`config.mk`:
```
export PLATFORM = sky130hd
export DESIGN_NAME = mc_ctrl_flat
export DESIGN_NICKNAME = d
export VERILOG_FILES = /design/src/rtl/mc_ctrl_pkg.sv /design/src/rtl/mc_ctrl_if.sv /design/src/rtl/mc_ctrl_decode.sv /design/src/rtl/mc_ctrl.sv /design/src/flat_wrapper.sv
export SDC_FILE = /design/constraint.sdc
export NUM_CORES = 1
export LEC_CHECK = 0
export BUFFER_PORTS_ARGS = -buffer_cell sky130_fd_sc_hd__buf_2
export CORE_ASPECT_RATIO = 1.2
export CORE_MARGIN = 3
export CORE_UTILIZATION = 39
export CTS_BUF_LIST = sky130_fd_sc_hd__clkbuf_16
export DETAILED_ROUTE_END_ITERATION = 12
export GPL_TIMING_DRIVEN = 1
export MAX_ROUTING_LAYER = met4
export PLACE_DENSITY = 0.81
export SETUP_SLACK_MARGIN = 0.05
export SLEW_MARGIN = 20
export SYNTH_ARGS = -nofsm -noshare
export SYNTH_HDL_FRONTEND = slang
export SYNTH_SLANG_ARGS = --single-unit
```
`constraint.sdc`:
```
create_clock -name clk -period 1.56 [get_ports clk]
set_input_delay 0.39 -clock clk [delete_from_list [all_inputs] [get_ports clk]]
set_output_delay 0.39 -clock clk [all_outputs]
set_load 0.01 [all_outputs]
```
`src/rtl/mc_ctrl_pkg.sv`:
```
// Shared types and encodings for the mc_ctrl multicycle controller.
// Optional conditional execution is enabled by defining MC_CTRL_COND_EXEC_EN.
package mc_ctrl_pkg;

   typedef enum logic [2:0] {
      ST_RST,
      ST_FETCH,
      ST_DECODE,
      ST_EXEC,
      ST_MEM,
      ST_WB,
      ST_BRANCH
   } state_e;

   typedef enum logic [3:0] {
      CLS_ADD,
      CLS_NDU,
      CLS_ADI,
      CLS_LHI,
      CLS_LW,
      CLS_SW,
      CLS_BEQ,
      CLS_JAL,
      CLS_ILL
   } iclass_e;

   localparam logic [3:0] OP_ADD = 4'b0000;
   localparam logic [3:0] OP_ADI = 4'b0001;
   localparam logic [3:0] OP_NDU = 4'b0010;
   localparam logic [3:0] OP_LHI = 4'b0011;
   localparam logic [3:0] OP_LW  = 4'b0100;
   localparam logic [3:0] OP_SW  = 4'b0101;
   localparam logic [3:0] OP_JAL = 4'b1000;
   localparam logic [3:0] OP_BEQ = 4'b1100;

   localparam logic [1:0] ALU_ADD   = 2'd0;
   localparam logic [1:0] ALU_NAND  = 2'd1;
   localparam logic [1:0] ALU_SUB   = 2'd2;
   localparam logic [1:0] ALU_PASSB = 2'd3;

   localparam logic [1:0] PC_INC = 2'd0;
   localparam logic [1:0] PC_IMM = 2'd1;

   localparam logic [1:0] WB_ALU = 2'd0;
   localparam logic [1:0] WB_MEM = 2'd1;
   localparam logic [1:0] WB_PC  = 2'd2;
   localparam logic [1:0] WB_LHI = 2'd3;

   localparam logic ADDR_PC  = 1'b0;
   localparam logic ADDR_ALU = 1'b1;

   localparam int FLAG_C = 1;
   localparam int FLAG_Z = 0;

   // Instructions whose writeback also updates the carry/zero flags.
   function automatic logic writes_flags(iclass_e cls);
      return (cls == CLS_ADD) || (cls == CLS_NDU) || (cls == CLS_ADI);
   endfunction

endpackage

```
`src/rtl/mc_ctrl_if.sv`:
```
// Controller <-> datapath/memory signal bundle for mc_ctrl.
// master = controller side, slave = datapath side.
interface mc_ctrl_if;
   logic [15:0] instr;
   logic [1:0]  flags;
   logic        alu_zero;
   logic        mem_ready;
   logic        mem_req;
   logic        mem_we;
   logic        addr_sel;
   logic        ir_we;
   logic        pc_we;
   logic        rf_we;
   logic        flag_we;
   logic [1:0]  pc_sel;
   logic [1:0]  alu_op;
   logic        alu_b_sel;
   logic [1:0]  wb_sel;
   logic        illegal;
   logic        timeout;
   logic        busy;

   modport master (
      input  instr, flags, alu_zero, mem_ready,
      output mem_req, mem_we, addr_sel, ir_we, pc_we, rf_we, flag_we,
             pc_sel, alu_op, alu_b_sel, wb_sel, illegal, timeout, busy
   );

   modport slave (
      output instr, flags, alu_zero, mem_ready,
      input  mem_req, mem_we, addr_sel, ir_we, pc_we, rf_we, flag_we,
             pc_sel, alu_op, alu_b_sel, wb_sel, illegal, timeout, busy
   );
endinterface

```
`src/rtl/mc_ctrl_decode.sv`:
```
// Combinational opcode classifier with condition evaluation.
// Condition codes are honoured only when MC_CTRL_COND_EXEC_EN is defined.
module mc_ctrl_decode
   import mc_ctrl_pkg::*;
(
   input  logic [3:0] opcode,
   input  logic [1:0] cond,
   input  logic [1:0] flags,
   output iclass_e    iclass,
   output logic       cond_pass,
   output logic       illegal
);

   always_comb begin
      iclass = CLS_ILL;
      case (opcode)
         OP_ADD:  iclass = CLS_ADD;
         OP_NDU:  iclass = CLS_NDU;
         OP_ADI:  iclass = CLS_ADI;
         OP_LHI:  iclass = CLS_LHI;
         OP_LW:   iclass = CLS_LW;
         OP_SW:   iclass = CLS_SW;
         OP_BEQ:  iclass = CLS_BEQ;
         OP_JAL:  iclass = CLS_JAL;
         default: iclass = CLS_ILL;
      endcase
      illegal = (iclass == CLS_ILL);
   end

`ifdef MC_CTRL_COND_EXEC_EN
   // Only ADD/NDU are conditional; 00 and 11 both mean "always".
   always_comb begin
      cond_pass = 1'b1;
      if ((iclass == CLS_ADD) || (iclass == CLS_NDU)) begin
         case (cond)
            2'b10:   cond_pass = flags[FLAG_C];
            2'b01:   cond_pass = flags[FLAG_Z];
            default: cond_pass = 1'b1;
         endcase
      end
   end
`else
   logic unused_cond_inputs;
   assign unused_cond_inputs = ^{cond, flags};
   assign cond_pass = 1'b1;
`endif

endmodule

```
`src/rtl/mc_ctrl.sv`:
```
// Multicycle control FSM for the 16-bit RISC datapath: state sequencing,
// memory wait watchdog and output decode. Option macro: MC_CTRL_COND_EXEC_EN.
module mc_ctrl
   import mc_ctrl_pkg::*;
#(
   parameter int MEM_WAIT_MAX = 15
) (
   input  logic       clk,
   input  logic       rst_n,
   mc_ctrl_if.master  bus
);

   localparam int CNT_W = $clog2(MEM_WAIT_MAX + 2);
   localparam logic [CNT_W-1:0] WAIT_LIMIT = CNT_W'(MEM_WAIT_MAX);

   state_e           state_reg;
   logic [CNT_W-1:0] wait_cnt_reg;
   logic [CNT_W-1:0] wait_cnt_next;
   logic             timeout_reg;
   iclass_e          iclass;
   logic             cond_pass;
   logic             dec_illegal;
   logic             waiting;
   logic             unused_instr_bits;

   assign unused_instr_bits = ^bus.instr[11:2];

   mc_ctrl_decode u_decode (
      .opcode    (bus.instr[15:12]),
      .cond      (bus.instr[1:0]),
      .flags     (bus.flags),
      .iclass    (iclass),
      .cond_pass (cond_pass),
      .illegal   (dec_illegal)
   );

   assign waiting = ((state_reg == ST_FETCH) || (state_reg == ST_MEM)) && !bus.mem_ready;

   // Saturating count of back-to-back unanswered memory cycles.
   always_comb begin
      wait_cnt_next = '0;
      if (waiting) begin
         wait_cnt_next = (wait_cnt_reg == WAIT_LIMIT) ? wait_cnt_reg : wait_cnt_reg + 1'b1;
      end
   end

   always_ff @(posedge clk or negedge rst_n) begin
      if (!rst_n) begin
         state_reg    <= ST_RST;
         wait_cnt_reg <= '0;
         timeout_reg  <= 1'b0;
      end else begin
         wait_cnt_reg <= wait_cnt_next;
         if (waiting && (wait_cnt_next == WAIT_LIMIT)) begin
            timeout_reg <= 1'b1;
         end
         case (state_reg)
            ST_RST:    state_reg <= ST_FETCH;
            ST_FETCH:  if (bus.mem_ready) state_reg <= ST_DECODE;
            ST_DECODE: begin
               if ((iclass == CLS_ILL) || (iclass == CLS_JAL)) state_reg <= ST_FETCH;
               else                                            state_reg <= ST_EXEC;
            end
            ST_EXEC: begin
               case (iclass)
                  CLS_LW, CLS_SW:   state_reg <= ST_MEM;
                  CLS_BEQ:          state_reg <= bus.alu_zero ? ST_BRANCH : ST_FETCH;
                  CLS_ADD, CLS_NDU: state_reg <= cond_pass ? ST_WB : ST_FETCH;
                  default:          state_reg <= ST_WB;
               endcase
            end
            ST_MEM: begin
               if (bus.mem_ready) state_reg <= (iclass == CLS_LW) ? ST_WB : ST_FETCH;
            end
            ST_WB:     state_reg <= ST_FETCH;
            ST_BRANCH: state_reg <= ST_FETCH;
            default:   state_reg <= ST_RST;
         endcase
      end
   end

   // FETCH/MEM enables follow mem_ready directly so a ready cycle completes the access.
   always_comb begin
      bus.mem_req   = 1'b0;
      bus.mem_we    = 1'b0;
      bus.addr_sel  = ADDR_PC;
      bus.ir_we     = 1'b0;
      bus.pc_we     = 1'b0;
      bus.rf_we     = 1'b0;
      bus.flag_we   = 1'b0;
      bus.pc_sel    = PC_INC;
      bus.alu_op    = ALU_ADD;
      bus.alu_b_sel = 1'b0;
      bus.wb_sel    = WB_ALU;
      bus.illegal   = 1'b0;
      case (state_reg)
         ST_FETCH: begin
            bus.mem_req = 1'b1;
            if (bus.mem_ready) begin
               bus.ir_we = 1'b1;
               bus.pc_we = 1'b1;
            end
         end
         ST_DECODE: begin
            bus.illegal = dec_illegal;
            if (iclass == CLS_JAL) begin
               bus.rf_we  = 1'b1;
               bus.wb_sel = WB_PC;
               bus.pc_we  = 1'b1;
               bus.pc_sel = PC_IMM;
            end
         end
         ST_EXEC: begin
            case (iclass)
               CLS_NDU:                 bus.alu_op = ALU_NAND;
               CLS_ADI, CLS_LW, CLS_SW: bus.alu_b_sel = 1'b1;
               CLS_LHI:                 bus.alu_op = ALU_PASSB;
               CLS_BEQ:                 bus.alu_op = ALU_SUB;
               default:                 bus.alu_op = ALU_ADD;
            endcase
         end
         ST_MEM: begin
            bus.mem_req  = 1'b1;
            bus.addr_sel = ADDR_ALU;
            bus.mem_we   = (iclass == CLS_SW);
         end
         ST_WB: begin
            bus.rf_we   = 1'b1;
            bus.flag_we = writes_flags(iclass);
            if (iclass == CLS_LW)       bus.wb_sel = WB_MEM;
            else if (iclass == CLS_LHI) bus.wb_sel = WB_LHI;
            else                        bus.wb_sel = WB_ALU;
         end
         ST_BRANCH: begin
            bus.pc_we  = 1'b1;
            bus.pc_sel = PC_IMM;
         end
         default: ;
      endcase
   end

   assign bus.timeout = timeout_reg;
   assign bus.busy    = (state_reg != ST_RST);

endmodule

```
`src/flat_wrapper.sv`:
```
// flat-port wrapper written by rule: the top's interface ports become plain ports
module mc_ctrl_flat import mc_ctrl_pkg::*;
#(
   parameter int MEM_WAIT_MAX = 15
)
  (clk, rst_n, bus_instr, bus_flags, bus_alu_zero, bus_mem_ready, bus_mem_req, bus_mem_we, bus_addr_sel, bus_ir_we, bus_pc_we, bus_rf_we, bus_flag_we, bus_pc_sel, bus_alu_op, bus_alu_b_sel, bus_wb_sel, bus_illegal, bus_timeout, bus_busy);
  mc_ctrl_if bus_i ();
  input  logic clk;
  input  logic rst_n;
  input wire logic [$bits(bus_i.instr)-1:0] bus_instr;
  input wire logic [$bits(bus_i.flags)-1:0] bus_flags;
  input wire logic [$bits(bus_i.alu_zero)-1:0] bus_alu_zero;
  input wire logic [$bits(bus_i.mem_ready)-1:0] bus_mem_ready;
  output wire logic [$bits(bus_i.mem_req)-1:0] bus_mem_req;
  output wire logic [$bits(bus_i.mem_we)-1:0] bus_mem_we;
  output wire logic [$bits(bus_i.addr_sel)-1:0] bus_addr_sel;
  output wire logic [$bits(bus_i.ir_we)-1:0] bus_ir_we;
  output wire logic [$bits(bus_i.pc_we)-1:0] bus_pc_we;
  output wire logic [$bits(bus_i.rf_we)-1:0] bus_rf_we;
  output wire logic [$bits(bus_i.flag_we)-1:0] bus_flag_we;
  output wire logic [$bits(bus_i.pc_sel)-1:0] bus_pc_sel;
  output wire logic [$bits(bus_i.alu_op)-1:0] bus_alu_op;
  output wire logic [$bits(bus_i.alu_b_sel)-1:0] bus_alu_b_sel;
  output wire logic [$bits(bus_i.wb_sel)-1:0] bus_wb_sel;
  output wire logic [$bits(bus_i.illegal)-1:0] bus_illegal;
  output wire logic [$bits(bus_i.timeout)-1:0] bus_timeout;
  output wire logic [$bits(bus_i.busy)-1:0] bus_busy;
  assign bus_i.instr = bus_instr;
  assign bus_i.flags = bus_flags;
  assign bus_i.alu_zero = bus_alu_zero;
  assign bus_i.mem_ready = bus_mem_ready;
  assign bus_mem_req = bus_i.mem_req;
  assign bus_mem_we = bus_i.mem_we;
  assign bus_addr_sel = bus_i.addr_sel;
  assign bus_ir_we = bus_i.ir_we;
  assign bus_pc_we = bus_i.pc_we;
  assign bus_rf_we = bus_i.rf_we;
  assign bus_flag_we = bus_i.flag_we;
  assign bus_pc_sel = bus_i.pc_sel;
  assign bus_alu_op = bus_i.alu_op;
  assign bus_alu_b_sel = bus_i.alu_b_sel;
  assign bus_wb_sel = bus_i.wb_sel;
  assign bus_illegal = bus_i.illegal;
  assign bus_timeout = bus_i.timeout;
  assign bus_busy = bus_i.busy;
  mc_ctrl #(.MEM_WAIT_MAX(MEM_WAIT_MAX)) u_core (.clk(clk), .rst_n(rst_n), .bus(bus_i));
endmodule
```
======== Yosys cells after proc, flatten, opt, wreduce, memory -nomap -nowiden ========
Memory sizes are Yosys's and may differ from the RTL's.
Index checks and enable logic that the tools add are counted.
word-level totals
  register bits after elaboration ......... 9
  bits in read-only memories .............. 64
  input port bits ......................... 22
  output and inout port bits .............. 17
  memories ................................ 1
operators by class
  add/subtract/negate cells ............... 1
  eq/ne operators ......................... 18
  mux-type cells .......................... 29
  reduce and logical (&&, ||, !) cells .... 15
memory list
  memory            depth  bits a word  read ports  clocked after memory_dff  write ports  line                  RTL
  (name not given)  16     4            1           0                         0            mc_ctrl_decode.sv:16  case (opcode)
operator list
  cell                                            number
  == test 4 x 3 -> 1 bit (second input constant)  4
  one-hot mux 3 bit (5 select lines)              1
  two-way mux 3 bit                               4
  two-way mux 1 bit                               11
  == test 5 x 4 -> 1 bit (second input constant)  2
  two-way mux 2 bit                               5
  two-way mux 5 bit                               2
  == test 3 bit (second input constant)           3
  == test 4 x 2 -> 1 bit (second input constant)  2
  one-hot mux 2 bit (2 select lines)              2
  == test 3 x 2 -> 1 bit (second input constant)  2
  one-hot mux 2 bit (3 select lines)              1
  one-hot mux 3 bit (2 select lines)              1
  OR reduction 3 bit                              2
  adder 5 x 1 -> 5 bit (second input constant)    1
  == test 4 x 1 -> 1 bit (second input constant)  1
  == test 4 bit (second input constant)           1
  logical NOT 4 bit                               1
  logical OR 1 bit                                4
  != test 2 bit (second input constant)           2
  OR reduction 2 bit                              2
  == test 3 x 1 -> 1 bit (second input constant)  1
  logical NOT 3 bit                               1
  one-hot mux 1 bit (3 select lines)              1
  other kinds (5)                                 6

======== Longest topological paths before layout ========
  word-level depth ........................ 6
  gate-level depth with buffers ........... 5

======== Modules after synthesis ========
A second synthesis with hierarchy kept.
unflattened totals
  cell total of the unflattened synthesis .. 105
  area, all modules ....................... 794.5 um^2
modules (own cells, without submodules)
  module          times used  cells each  area an instance (um^2)  sequential area each (um^2)
  mc_ctrl         1           91          708.2                    225.2
  mc_ctrl_decode  1           14          86.3                     0.0

======== Worst setup path before layout ========
Ideal clock, no wire load.
  path type ............................... input to output
  from .................................... in bus_instr[13]
  to ...................................... out bus_pc_we
  arrival time ............................ 1.393 ns
  data required time ...................... 1.170 ns
  slack ................................... -0.223 ns
  stages on the path ...................... 5
  path buffers ............................ 1
  path through ............................ clkbuf_1 -> nor2b_1 -> a21oi_1 -> nor3b_1 -> or2_2
on the way
  cells in the longest elaborated chain, start to end .. 4
ends and longest elaborated chain
  item                                line                RTL
  start: declaration                  flat_wrapper.sv:10  input wire logic [$bits(bus_i.instr)-1:0] bus_instr;
  memory (16 x 4 bit)                 n/a
  == test 4 x 3 -> 1 bit              mc_ctrl.sv:106      if (iclass == CLS_JAL) begin
  two-way mux 1 bit                   mc_ctrl.sv:106
  one-hot mux 1 bit (3 select lines)  mc_ctrl.sv:96       case (state_reg)
  end: declaration                    flat_wrapper.sv:18  output wire logic [$bits(bus_i.pc_we)-1:0] bus_pc_we;
No other way between the ends.

======== Worst setup path after layout ========
  from .................................... reg u_core.state_reg[1]
  to ...................................... out bus_flag_we
on the way
  cells in the longest elaborated chain, start to end .. 2
ends and longest elaborated chain
  item                      line                RTL
  start: declaration        mc_ctrl.sv:16       state_e state_reg;
  start signal: assignment  mc_ctrl.sv:67       CLS_BEQ: state_reg <= bus.alu_zero ? ST_BRANCH : ST_FETCH;
  start signal: assignment  mc_ctrl.sv:68       CLS_ADD, CLS_NDU: state_reg <= cond_pass ? ST_WB : ST_FETCH;
  start signal: assignment  mc_ctrl.sv:73       if (bus.mem_ready) state_reg <= (iclass == CLS_LW) ? ST_WB : ST_FETCH;
  == test 3 bit             mc_ctrl.sv:96
  two-way mux 1 bit         mc_ctrl.sv:96
  end: declaration          flat_wrapper.sv:20  output wire logic [$bits(bus_i.flag_we)-1:0] bus_flag_we;
No other way between the ends.

==> impl_metrics.yaml <==
run_status:
  outcome: "finished, violations left"
  violations: "hold timing, setup timing"
synthesis:
  synth-edff-count: 0
  netlist-cell-type-count: 36
  synth-seq-cells: 9
  syn_area_per_cell_sq_um: 7.749
  synthArstFlopShare: 1.000
  yosys_warnings: 0
  synth.cell_area_sq_um: 720.7
  syn_nets: 116
  synth_flop_cell: "dfrtp_1"
  postSynthCellCount: 93
  ys_seq_area_frac: 0.3125
power_and_ir_drop:
  leakagePower_nw: 0.6592
  powerDensity_nw_per_um2: 1420
  ir_drop_v: 0.0006886
  power.total_w: 0.001942
timing:
  grt_setup_unrepaired: "yes"
  finClkSkew_ps: 1.687
  finalWorstSetupSlack_ps: -266.5
  max_freq_mhz: 547.5
  hold_viol: 9
  maxSlewViolCount: 0
  fin_crit_ps: 1826
  setup_viol: 16
  fin_crit_sh: 1.171
  whs_ps: -3.062
global_routing:
  antenna_found_initial: 0
  grt_pass1_vias: 863
  grt-ovfl-total: 0
  grt_max_degree: 10
  track_usage: 0.2271
  grt_pass1_wl_um: 3864
cts:
  numCtsBuffers: 3
  clkTransAtPathRegs_ps: 40
  cts.sinks: 9
  cts_tree: "done"
  root_buffer: "clkbuf_16"
  clkLatencyLatePin_ps: 240
  clk_path_buf_depth: 2
  htree_num_levels: 1
floorplan:
  die_y_um: 53.09
  core_sq_um: 1682
  die-area_sq_um: 2402
  ios: 39
  rows: 16
  initial_core_util: 0.4286
  die_w_um: 45.24
setup_path:
  worst_setup_path_start_kind: "flop"
  cp_max_fo: 6
  endpoint_kind: "primary output"
  cpMaxStageDelayCell: "dfrtp_2"
  reg2reg_depth: 6
  arrival_ps: 1440
  max_stage_delay_ps: 440
  reg2reg_slack_ps: -70
  path_cells: "nand3b_1 -> buf_4 -> nor4b_4 -> buf_2"
  regToRegEndpoint: "u_core.bus.timeout$_DFFE_PN0P_"
  required_ps: 1170
  critPathKind: "reg2out"
  timing.rr.start: "u_core.state_reg[2]$_DFFE_PN0P_"
placed_design:
  port_buffers: 23
  placed_cell_area_sq_um: 1069
  gp_congestion: 0.8269
  dp_slack_ps: -147.0
  post-dp-hpwl_um: 1615
cells_and_area:
  antennaDiodeCount: 0
  final_nets: 169
  area_growth_pct: 89.76
  fillCellCount: 104
  largest_reg_flops: 5
  mostFrequentLayoutCell: "buf_4"
  drive_gt1_frac: 0.6276
  final_cell_mix: "buf_4, buf_2, nand2_1"
  final_area_sq_um: 1368
hold_path:
  hp-class: "in2async"
route:
  post_drt_wl_per_cell_um: 15.32
  vias_per_cell: 5.466
  first_pass_iters: 4
  via_count: 891
  drt_iter0_drc: 8
  postRouteWirelength_um: 2497
  ant_nets: 0
  drc: 0
flow_run:
  drv_cap: 0
[power breakdown]
group          switching, W  leakage, nW  total [W]  internal, W
combinational      0.000507        0.501    0.00111     0.000600
clock              0.000112       0.0423   0.000447     0.000335
sequential        0.0000946        0.116   0.000387     0.000292
[worst max-delay path by stage]
stage	cells past startpoint	from	slack, ps	endpoint
2_1_floorplan	5	bus_instr[13]	-20	bus_pc_we
3_3_place_gp	6	bus_instr[15]	-120	bus_pc_we
3_5_place_dp	6	bus_instr[15]	-150	bus_pc_we
4_1_cts	3	u_core.state_reg[2]$_DFFE_PN0P_	-280	bus_alu_op[0]
5_1_grt	5	u_core.state_reg[1]$_DFFE_PN0P_	-340	bus_mem_we
6_report	4	u_core.state_reg[1]$_DFFE_PN0P_	-270	bus_flag_we
[critical path: cells and delay by family (launching register included)]
family | cells | cell delay, ps
buffers and inverters | 2 | 340
and+or+nand+nor | 2 | 410
DFF | 1 | 440
[cells in the mapped netlist, types with 3 or more instances]
cell type / count / area share
nand3_1: 3 / 0.021
dfrtp_1: 9 / 0.31
nor3_1: 4 / 0.028
or3_1: 3 / 0.026
a21oi_1: 4 / 0.028
nor4b_1: 3 / 0.036
nor3b_1: 4 / 0.042
nor2_1: 10 / 0.052
nand2b_1: 4 / 0.035
clkbuf_1: 6 / 0.031
xnor2_1: 3 / 0.036
nand2_1: 11 / 0.057
[through the flow]
stage | TNS, ps | util | instances
after detailed placement | -589.9 | 0.6354 | 152
after global routing | -3950 | 0.8132 | 163
after floorplan | -16.09 | - | 93
after CTS | -3047 | 0.7403 | 160
final | -3135 | 0.8132 | 163
after global placement | -386.6 | 0.6354 | 152
[cells by family (layout without fill, tap and decap cells)]
logic type,after synthesis,count (layout),share of synthesized area
xor gates and xnor gates,4,4,0.04862
and+or+nand+nor,50,50,0.3698
DFF,9,9,0.3125
adders and majority gates,1,1,0.01736
AOI/OAI and AO/OA,17,17,0.1650
muxes,2,2,0.02778
other,1,1,0.005203
buffers and inverters,9,61,0.05381
[repair_timing]
action                     CTS  global route
buffers inserted             5             3
resized for setup           15            23
setup endpoints to repair   16            21
hold buffers                 0             0
pin swaps                    7             9
[per-layer routing]
metal | wire (um) | up-vias | GRT usage
li1 | - | 434 | -
met4 | 54 | 0 | 0.1317
met1 | 827 | 429 | 0.2202
met2 | 1514 | 21 | 0.4151
met5 | 0 | - | -
met3 | 101 | 7 | 0.03401
[layout make-up]
| class | count | area [sq um] | share of cell area |
|---|---|---|---|
| tap | 18 | 22.52 | 0.01647 |
| multi-input combinational | 75 | 635.6 | 0.4648 |
| timing repair buffer | 56 | 397.9 | 0.2909 |
| sequential | 9 | 229.0 | 0.1674 |
| inverter | 1 | 3.754 | 0.002745 |
| clock buffer | 3 | 75.07 | 0.05489 |
| clock inverter | 1 | 3.754 | 0.002745 |
Note: power is estimated with default switching activity, not from simulation.
